## src/rtl/dsp_pkg.sv

```systemverilog
// Shared OPMODE bit positions and X/Z multiplexer select encodings for the MAC slice.
package dsp_pkg;

    localparam int unsigned OPMODE_W    = 8;
    localparam int unsigned OP_X_LSB    = 0;
    localparam int unsigned OP_Z_LSB    = 2;
    localparam int unsigned OP_PRE_EN   = 4;
    localparam int unsigned OP_PRE_SUB  = 5;
    localparam int unsigned OP_POST_SUB = 6;
    localparam int unsigned OP_CIN      = 7;

    typedef enum logic [1:0] {
        X_ZERO = 2'd0,
        X_M    = 2'd1,
        X_P    = 2'd2,
        X_RSVD = 2'd3
    } x_sel_e;

    typedef enum logic [1:0] {
        Z_ZERO = 2'd0,
        Z_PCIN = 2'd1,
        Z_P    = 2'd2,
        Z_C    = 2'd3
    } z_sel_e;

endpackage

```

## src/rtl/dsp_pipe.sv

```systemverilog
// Clock-enabled delay line with synchronous reset; DEPTH=0 collapses to a wire.
module dsp_pipe #(
    parameter int unsigned WIDTH = 1,
    parameter int unsigned DEPTH = 1
) (
    input  logic             i_clk,
    input  logic             i_rst,
    input  logic             i_ce,
    input  logic [WIDTH-1:0] i_d,
    output logic [WIDTH-1:0] o_q
);

    generate
        if (DEPTH == 0) begin : g_wire
            assign o_q = i_d;
        end else begin : g_reg
            logic [WIDTH-1:0] r_stage [DEPTH];

            always_ff @(posedge i_clk) begin
                if (i_rst) begin
                    for (int i = 0; i < int'(DEPTH); i++) r_stage[i] <= '0;
                end else if (i_ce) begin
                    r_stage[0] <= i_d;
                    for (int i = 1; i < int'(DEPTH); i++) r_stage[i] <= r_stage[i-1];
                end
            end

            assign o_q = r_stage[DEPTH-1];
        end
    endgenerate

endmodule

```

## src/rtl/dsp_mac_slice.sv

```systemverilog
// Signed pre-add / multiply / post-add accumulator slice with valid tracking,
// optional saturation, overflow/underflow flags and pattern detect.
module dsp_mac_slice
    import dsp_pkg::*;
#(
    parameter int unsigned        A_WIDTH  = 18,
    parameter int unsigned        B_WIDTH  = 18,
    parameter int unsigned        P_WIDTH  = 48,
    parameter int unsigned        IREG     = 1,
    parameter int unsigned        MREG     = 1,
    parameter bit                 SATURATE = 1'b0,
    parameter logic [P_WIDTH-1:0] PATTERN  = '0,
    parameter logic [P_WIDTH-1:0] MASK     = '1
) (
    input  logic                i_clk,
    input  logic                i_rst,
    input  logic                i_ce,
    input  logic                i_in_valid,
    input  logic [A_WIDTH-1:0]  i_a,
    input  logic [B_WIDTH-1:0]  i_b,
    input  logic [B_WIDTH-1:0]  i_d,
    input  logic [P_WIDTH-1:0]  i_c,
    input  logic [P_WIDTH-1:0]  i_pcin,
    input  logic [OPMODE_W-1:0] i_opmode,
    output logic [B_WIDTH-1:0]  o_bcout,
    output logic [P_WIDTH-1:0]  o_p,
    output logic [P_WIDTH-1:0]  o_pcout,
    output logic                o_out_valid,
    output logic                o_overflow,
    output logic                o_underflow,
    output logic                o_pattern_detect
);

    localparam int unsigned M_WIDTH = A_WIDTH + B_WIDTH + 1;
    localparam int unsigned R_WIDTH = P_WIDTH + 2;
    localparam int unsigned S1_W    = 1 + OPMODE_W + A_WIDTH + 2 * B_WIDTH;
    localparam int unsigned S2_W    = 7 + M_WIDTH;

    localparam logic signed [R_WIDTH-1:0] R_MAX = {3'b000, {(P_WIDTH-1){1'b1}}};
    localparam logic signed [R_WIDTH-1:0] R_MIN = {3'b111, {(P_WIDTH-1){1'b0}}};
    localparam logic [P_WIDTH-1:0]        P_MAX = {1'b0, {(P_WIDTH-1){1'b1}}};
    localparam logic [P_WIDTH-1:0]        P_MIN = {1'b1, {(P_WIDTH-1){1'b0}}};

    logic [S1_W-1:0]            w_s1_bus;
    logic                       w_s1_valid;
    logic [OPMODE_W-1:0]        w_s1_op;
    logic signed [A_WIDTH-1:0]  w_s1_a;
    logic signed [B_WIDTH-1:0]  w_s1_b;
    logic signed [B_WIDTH-1:0]  w_s1_d;
    logic signed [B_WIDTH:0]    w_b_x;
    logic signed [B_WIDTH:0]    w_d_x;
    logic signed [B_WIDTH:0]    w_bp;
    logic signed [M_WIDTH-1:0]  w_m;

    logic [S2_W-1:0]            w_s2_bus;
    logic                       w_s2_valid;
    logic                       w_s2_cin;
    logic                       w_s2_sub;
    logic [1:0]                 w_s2_zsel;
    logic [1:0]                 w_s2_xsel;
    logic signed [M_WIDTH-1:0]  w_s2_m;

    logic signed [R_WIDTH-1:0]  w_x;
    logic signed [R_WIDTH-1:0]  w_z;
    logic signed [R_WIDTH-1:0]  w_r;
    logic                       w_ovf;
    logic                       w_unf;
    logic [P_WIDTH-1:0]         w_p_next;
    logic                       w_pdet;

    logic signed [P_WIDTH-1:0]  r_p;
    logic                       r_out_valid;
    logic                       r_ovf;
    logic                       r_unf;
    logic                       r_pdet;

    // Input stage: operands, mode and valid travel together
    dsp_pipe #(.WIDTH(S1_W), .DEPTH(IREG)) u_in_pipe (
        .i_clk (i_clk),
        .i_rst (i_rst),
        .i_ce  (i_ce),
        .i_d   ({i_in_valid, i_opmode, i_a, i_b, i_d}),
        .o_q   (w_s1_bus)
    );

    assign {w_s1_valid, w_s1_op, w_s1_a, w_s1_b, w_s1_d} = w_s1_bus;

    // Pre-adder is one bit wider than B so D+/-B never wraps
    always_comb begin
        w_b_x = {w_s1_b[B_WIDTH-1], w_s1_b};
        w_d_x = {w_s1_d[B_WIDTH-1], w_s1_d};
        w_bp  = w_b_x;
        if (w_s1_op[OP_PRE_EN]) begin
            w_bp = w_s1_op[OP_PRE_SUB] ? (w_d_x - w_b_x) : (w_d_x + w_b_x);
        end
    end

    assign w_m = M_WIDTH'(w_s1_a) * M_WIDTH'(w_bp);

    // Only the post-adder controls are carried past the multiplier
    dsp_pipe #(.WIDTH(S2_W), .DEPTH(MREG)) u_m_pipe (
        .i_clk (i_clk),
        .i_rst (i_rst),
        .i_ce  (i_ce),
        .i_d   ({w_s1_valid, w_s1_op[OP_CIN], w_s1_op[OP_POST_SUB],
                 w_s1_op[OP_Z_LSB +: 2], w_s1_op[OP_X_LSB +: 2], w_m}),
        .o_q   (w_s2_bus)
    );

    assign {w_s2_valid, w_s2_cin, w_s2_sub, w_s2_zsel, w_s2_xsel, w_s2_m} = w_s2_bus;

    // Post-adder at two guard bits so overflow can be seen before clamping
    always_comb begin
        w_x = '0;
        case (x_sel_e'(w_s2_xsel))
            X_M:     w_x = R_WIDTH'(w_s2_m);
            X_P:     w_x = R_WIDTH'(r_p);
            default: w_x = '0;
        endcase

        w_z = '0;
        case (z_sel_e'(w_s2_zsel))
            Z_PCIN:  w_z = R_WIDTH'($signed(i_pcin));
            Z_P:     w_z = R_WIDTH'(r_p);
            Z_C:     w_z = R_WIDTH'($signed(i_c));
            default: w_z = '0;
        endcase

        w_r = w_s2_sub ? (w_z - (w_x + R_WIDTH'(w_s2_cin)))
                       : (w_z + w_x + R_WIDTH'(w_s2_cin));

        w_ovf    = (w_r > R_MAX);
        w_unf    = (w_r < R_MIN);
        w_p_next = w_r[P_WIDTH-1:0];
        if (SATURATE && w_ovf) w_p_next = P_MAX;
        if (SATURATE && w_unf) w_p_next = P_MIN;

        w_pdet = (((w_p_next ^ PATTERN) & MASK) == '0);
    end

    // Result registers load only for valid items, so P holds across bubbles
    always_ff @(posedge i_clk) begin
        if (i_rst) begin
            r_p         <= '0;
            r_out_valid <= 1'b0;
            r_ovf       <= 1'b0;
            r_unf       <= 1'b0;
            r_pdet      <= 1'b0;
        end else begin
            r_out_valid <= i_ce & w_s2_valid;
            if (i_ce && w_s2_valid) begin
                r_p    <= w_p_next;
                r_ovf  <= w_ovf;
                r_unf  <= w_unf;
                r_pdet <= w_pdet;
            end
        end
    end

    assign o_bcout          = w_s1_b;
    assign o_p              = r_p;
    assign o_pcout          = r_p;
    assign o_out_valid      = r_out_valid;
    assign o_overflow       = r_ovf;
    assign o_underflow      = r_unf;
    assign o_pattern_detect = r_pdet;

endmodule
```

## config.mk

```make
export PLATFORM = sky130hd
export DESIGN_NAME = dsp_mac_slice
export DESIGN_NICKNAME = d
export VERILOG_FILES = /design/src/rtl/dsp_pkg.sv /design/src/rtl/dsp_pipe.sv /design/src/rtl/dsp_mac_slice.sv
export SDC_FILE = /design/constraint.sdc
export NUM_CORES = 2
export LEC_CHECK = 0
export BUFFER_PORTS_ARGS = -buffer_cell sky130_fd_sc_hd__clkbuf_2
export CAP_MARGIN = 20
export CORE_MARGIN = 10
export CORE_UTILIZATION = 35
export CTS_CLUSTER_DIAMETER = 60
export DETAILED_ROUTE_END_ITERATION = 8
export PLACE_DENSITY = 0.59
export SETUP_SLACK_MARGIN = 0.3
export SLEW_MARGIN = 20
export SYNTH_ARGS = -nofsm -noshare
export SYNTH_HDL_FRONTEND = slang
export SYNTH_SLANG_ARGS = --single-unit
```

## constraint.sdc

```tcl
create_clock -name i_clk -period 11.59 [get_ports i_clk]
set_input_delay 2.318 -clock i_clk [delete_from_list [all_inputs] [get_ports i_clk]]
set_output_delay 2.318 -clock i_clk [all_outputs]
set_load 0.01 [all_outputs]
```

==> impl_metrics.toml <==
[layout]
final_common_cell = "inv_1"
antenna_cells = 0
final_cell_mix = "inv_1 (554), fa_1 (336), nand2_1 (306)"
syn2layout_area_growth_pct = 8.459
nets = 4322
drive_gt1_share_pct = 12.85
final_cells = 4642
fin_area_sq_um = 31700

[timing]
rsz0062_at_grt = "false"
maxSlewViolCount = 0
setup-violations-final = 0
clock.fmax_mhz = 95.05
clock_skew_ps = 24.63
fin_setup_tns_ps = 0
timing.slew.headroom_pct = 30.88
hold_viol = 0
post-route-period-util_pct = 90.77
min_period_ps = 10520
worstMarginPinSlew_ps = 1037

[power]
p_clk_share_pct = 6.1
ir_worst_vdd_mv = 0.3396
p_leak_nw = 15.14
internal_power_mw = 4.897
p_seq_share_pct = 8.6
pwr_density_cell_nw_per_um2 = 322.8
netSwitchingPower_mw = 5.335
swShare_pct = 52.14
comb_power_share_pct = 85.3
power.total_mw = 10.23

[clocking]
ctsHoldBuffers = 0
cts_tree = "built"
clk-insertion-delay-late_ps = 510
cts_buffers = 17
root_buffer = "clkbuf_16"
cts_sinks = 159
cts_buffer_depth = 2
path_clk_slew_ps = 80
htree_num_levels = 4

[grt]
overflow = 0
track_usage_pct = 18.29
grt_max_degree = 81
antenna_found_initial = 0
grt_pass1_vias = 24530
grt_first_pass_wirelength_um = 138800

[floorplanning]
std_cell_rows = 105
coreArea_sq_um = 82370
ios = 280
design.die.area_sq_um = 95470
start_util_pct = 35.48
die_h_um = 309.0
die_x_um = 309.0

[worst_hold_path]
worstHoldPathType = "flip-flop to flip-flop"

[drt]
vias = 23950
drt-total-wl_um = 87560
ant_nets = 0
first_pass_iters = 6
routed_via_density = 5.159
drc = 0
wire_per_inst_um = 18.86
drt_iter0_drc = 1982

[setup_path]
arrival_ps = 10730
cpPeakStageDelay_ps = 670
crit_slowest_cell = "or4b_2"
worstPathMaxFanout = 18
critPathLaunchType = "flip-flop"
cp_common_cell = "fa_1"
required_ps = 11790
path_class = "flip-flop to flip-flop"
end_kind = "flip-flop"

[synthesis]
ys_seq_elements = 159
synth-seq-area-share_pct = 14.55
synth_top_family_by_area = "adder cells"
yosys.area_share.xor_xnor_pct = 4.105
synthAdderAreaFrac_pct = 34.39
async_reset_ff_share_pct = 0
ys.flop_type = "edfxtp_1"
avgSynthCellArea_sq_um = 8.482
synth_mux_area_share_pct = 3.052
synth_edf_count = 107
synth_simple_gate_area_share_pct = 17.63
synth_warnings = 0
syn_nets = 4209
synth-compound-area-share_pct = 15.21
syn-cell-area_sq_um = 29230
yosysUniqueCellTypes = 92
netlist_instances = 3446

[place]
post_dp_cell_area_sq_um = 31070
dp_hpwl_um = 69060
globalplace.congestion = 0.9286
io_buffers = 279
placed_cells = 4609

[status]
outcome = "complete, no violations"

[job]
drv_cap = 0
sequential cells by signal (all words and copies together) (netlist names):
signal,flops
o_underflow,1
o_p,48
o_out_valid,1
u_m_pipe.g_reg.r_stage,44
u_in_pipe.g_reg.r_stage,63
o_pattern_detect,1
o_overflow,1
power by group through the flow:
stage | sequential, mW | combinational (mW) | clock, mW
final | 0.883 | 8.72 | 0.625
after global routing | 0.890 | 10.0 | 0.663
after CTS | 0.881 | 8.76 | 0.642
after detailed placement | 0.894 | 8.70 | 0
after global placement | 0.894 | 8.64 | 0
after floorplan | 0.836 | 6.88 | 0
stage by stage:
step / setup slack (ps) / utilization, % / hold WS [ps]
after floorplan: 1878 / - / 473.9
after global placement: 865.1 / 37.72 / 443.7
after detailed placement: 762.2 / 37.72 / 446.8
after CTS: 689.4 / 38.45 / 455.7
after global routing: 310.8 / 38.48 / 468.0
final: 1069 / 38.48 / 453.8
cells by family (layout without fill, tap and decap cells):
family          Yosys count  count (layout)
compound gates          658             658
xor+xnor                137             137
fa+ha+maj               602             602
buf+inv                 772             898
flops                   159             159
mux                      81              81
simple gates           1037            1037
metal layers:
layer	up-vias	global-route usage (%)	part of all wire, %
met2	708	29.52	45
met4	0	5.090	2.4
met3	92	3.744	6.8
met5	-	0	0
met1	11610	24.55	45
li1	11540	-	-
area by class of cell:
type,instances,area [sq um]
fill,8440,50670
multi-input combinational,2515,21790
sequential,159,4254
inverter,556,2087
timing repair buffer,310,1629
tap,1070,1339
clock buffer,18,429.2
clock inverter,14,171.4
worst paths after layout:
check,end,cells after the start,startpoint,slack [ps]
hold / removal,o_underflow$_SDFFE_PP0P_,2,o_underflow$_SDFFE_PP0P_,450
hold reg to reg,o_underflow$_SDFFE_PP0P_,2,o_underflow$_SDFFE_PP0P_,450
setup reg to reg,u_m_pipe.g_reg.r_stage[0][35]$_SDFFCE_PN0P_,40,u_in_pipe.g_reg.r_stage[0][18]$_SDFFCE_PN0P_,1070
setup / recovery,u_m_pipe.g_reg.r_stage[0][35]$_SDFFCE_PN0P_,40,u_in_pipe.g_reg.r_stage[0][18]$_SDFFCE_PN0P_,1070
critical path, delay by kind of cell (launching register included):
family | cells | cell delay, ps
buffers and inverters | 5 | 280
AND/OR/NAND/NOR | 6 | 1340
XOR/XNOR | 2 | 250
multiplexers | 2 | 650
AO/OA/AOI/OAI | 16 | 3310
adder cells (fa/ha/maj) | 9 | 3920
flip-flops | 1 | 480
cells in the mapped netlist, types with 24 or more instances:
master	instances	area share (%)
nand2_1	307	3.9
nor2_1	213	2.7
inv_1	554	7.1
nand3_1	35	0.60
ha_1	265	11
xnor2_1	100	3.0
fa_1	336	23
a31oi_1	24	0.51
mux2_2	65	2.5
xor2_1	37	1.1
o21ai_0	79	1.4
a22o_1	26	0.78
nor3_1	60	1.0
clkbuf_1	120	1.5
a21oi_1	192	3.3
dfxtp_1	52	3.6
buf_4	69	1.8
a21o_1	55	1.4
a211oi_1	41	1.1
edfxtp_1	107	11
and2_1	242	5.2
a22oi_1	63	1.6
nor2b_1	34	0.73
timing repair:
| item | 4_1_cts | 5_1_grt |
|---|---|---|
| resized for setup | 0 | 3 |
| setup endpoints to repair | 0 | 5 |
| buffers inserted | 0 | 1 |
No activity file was read; power rests on OpenSTA's default activity.
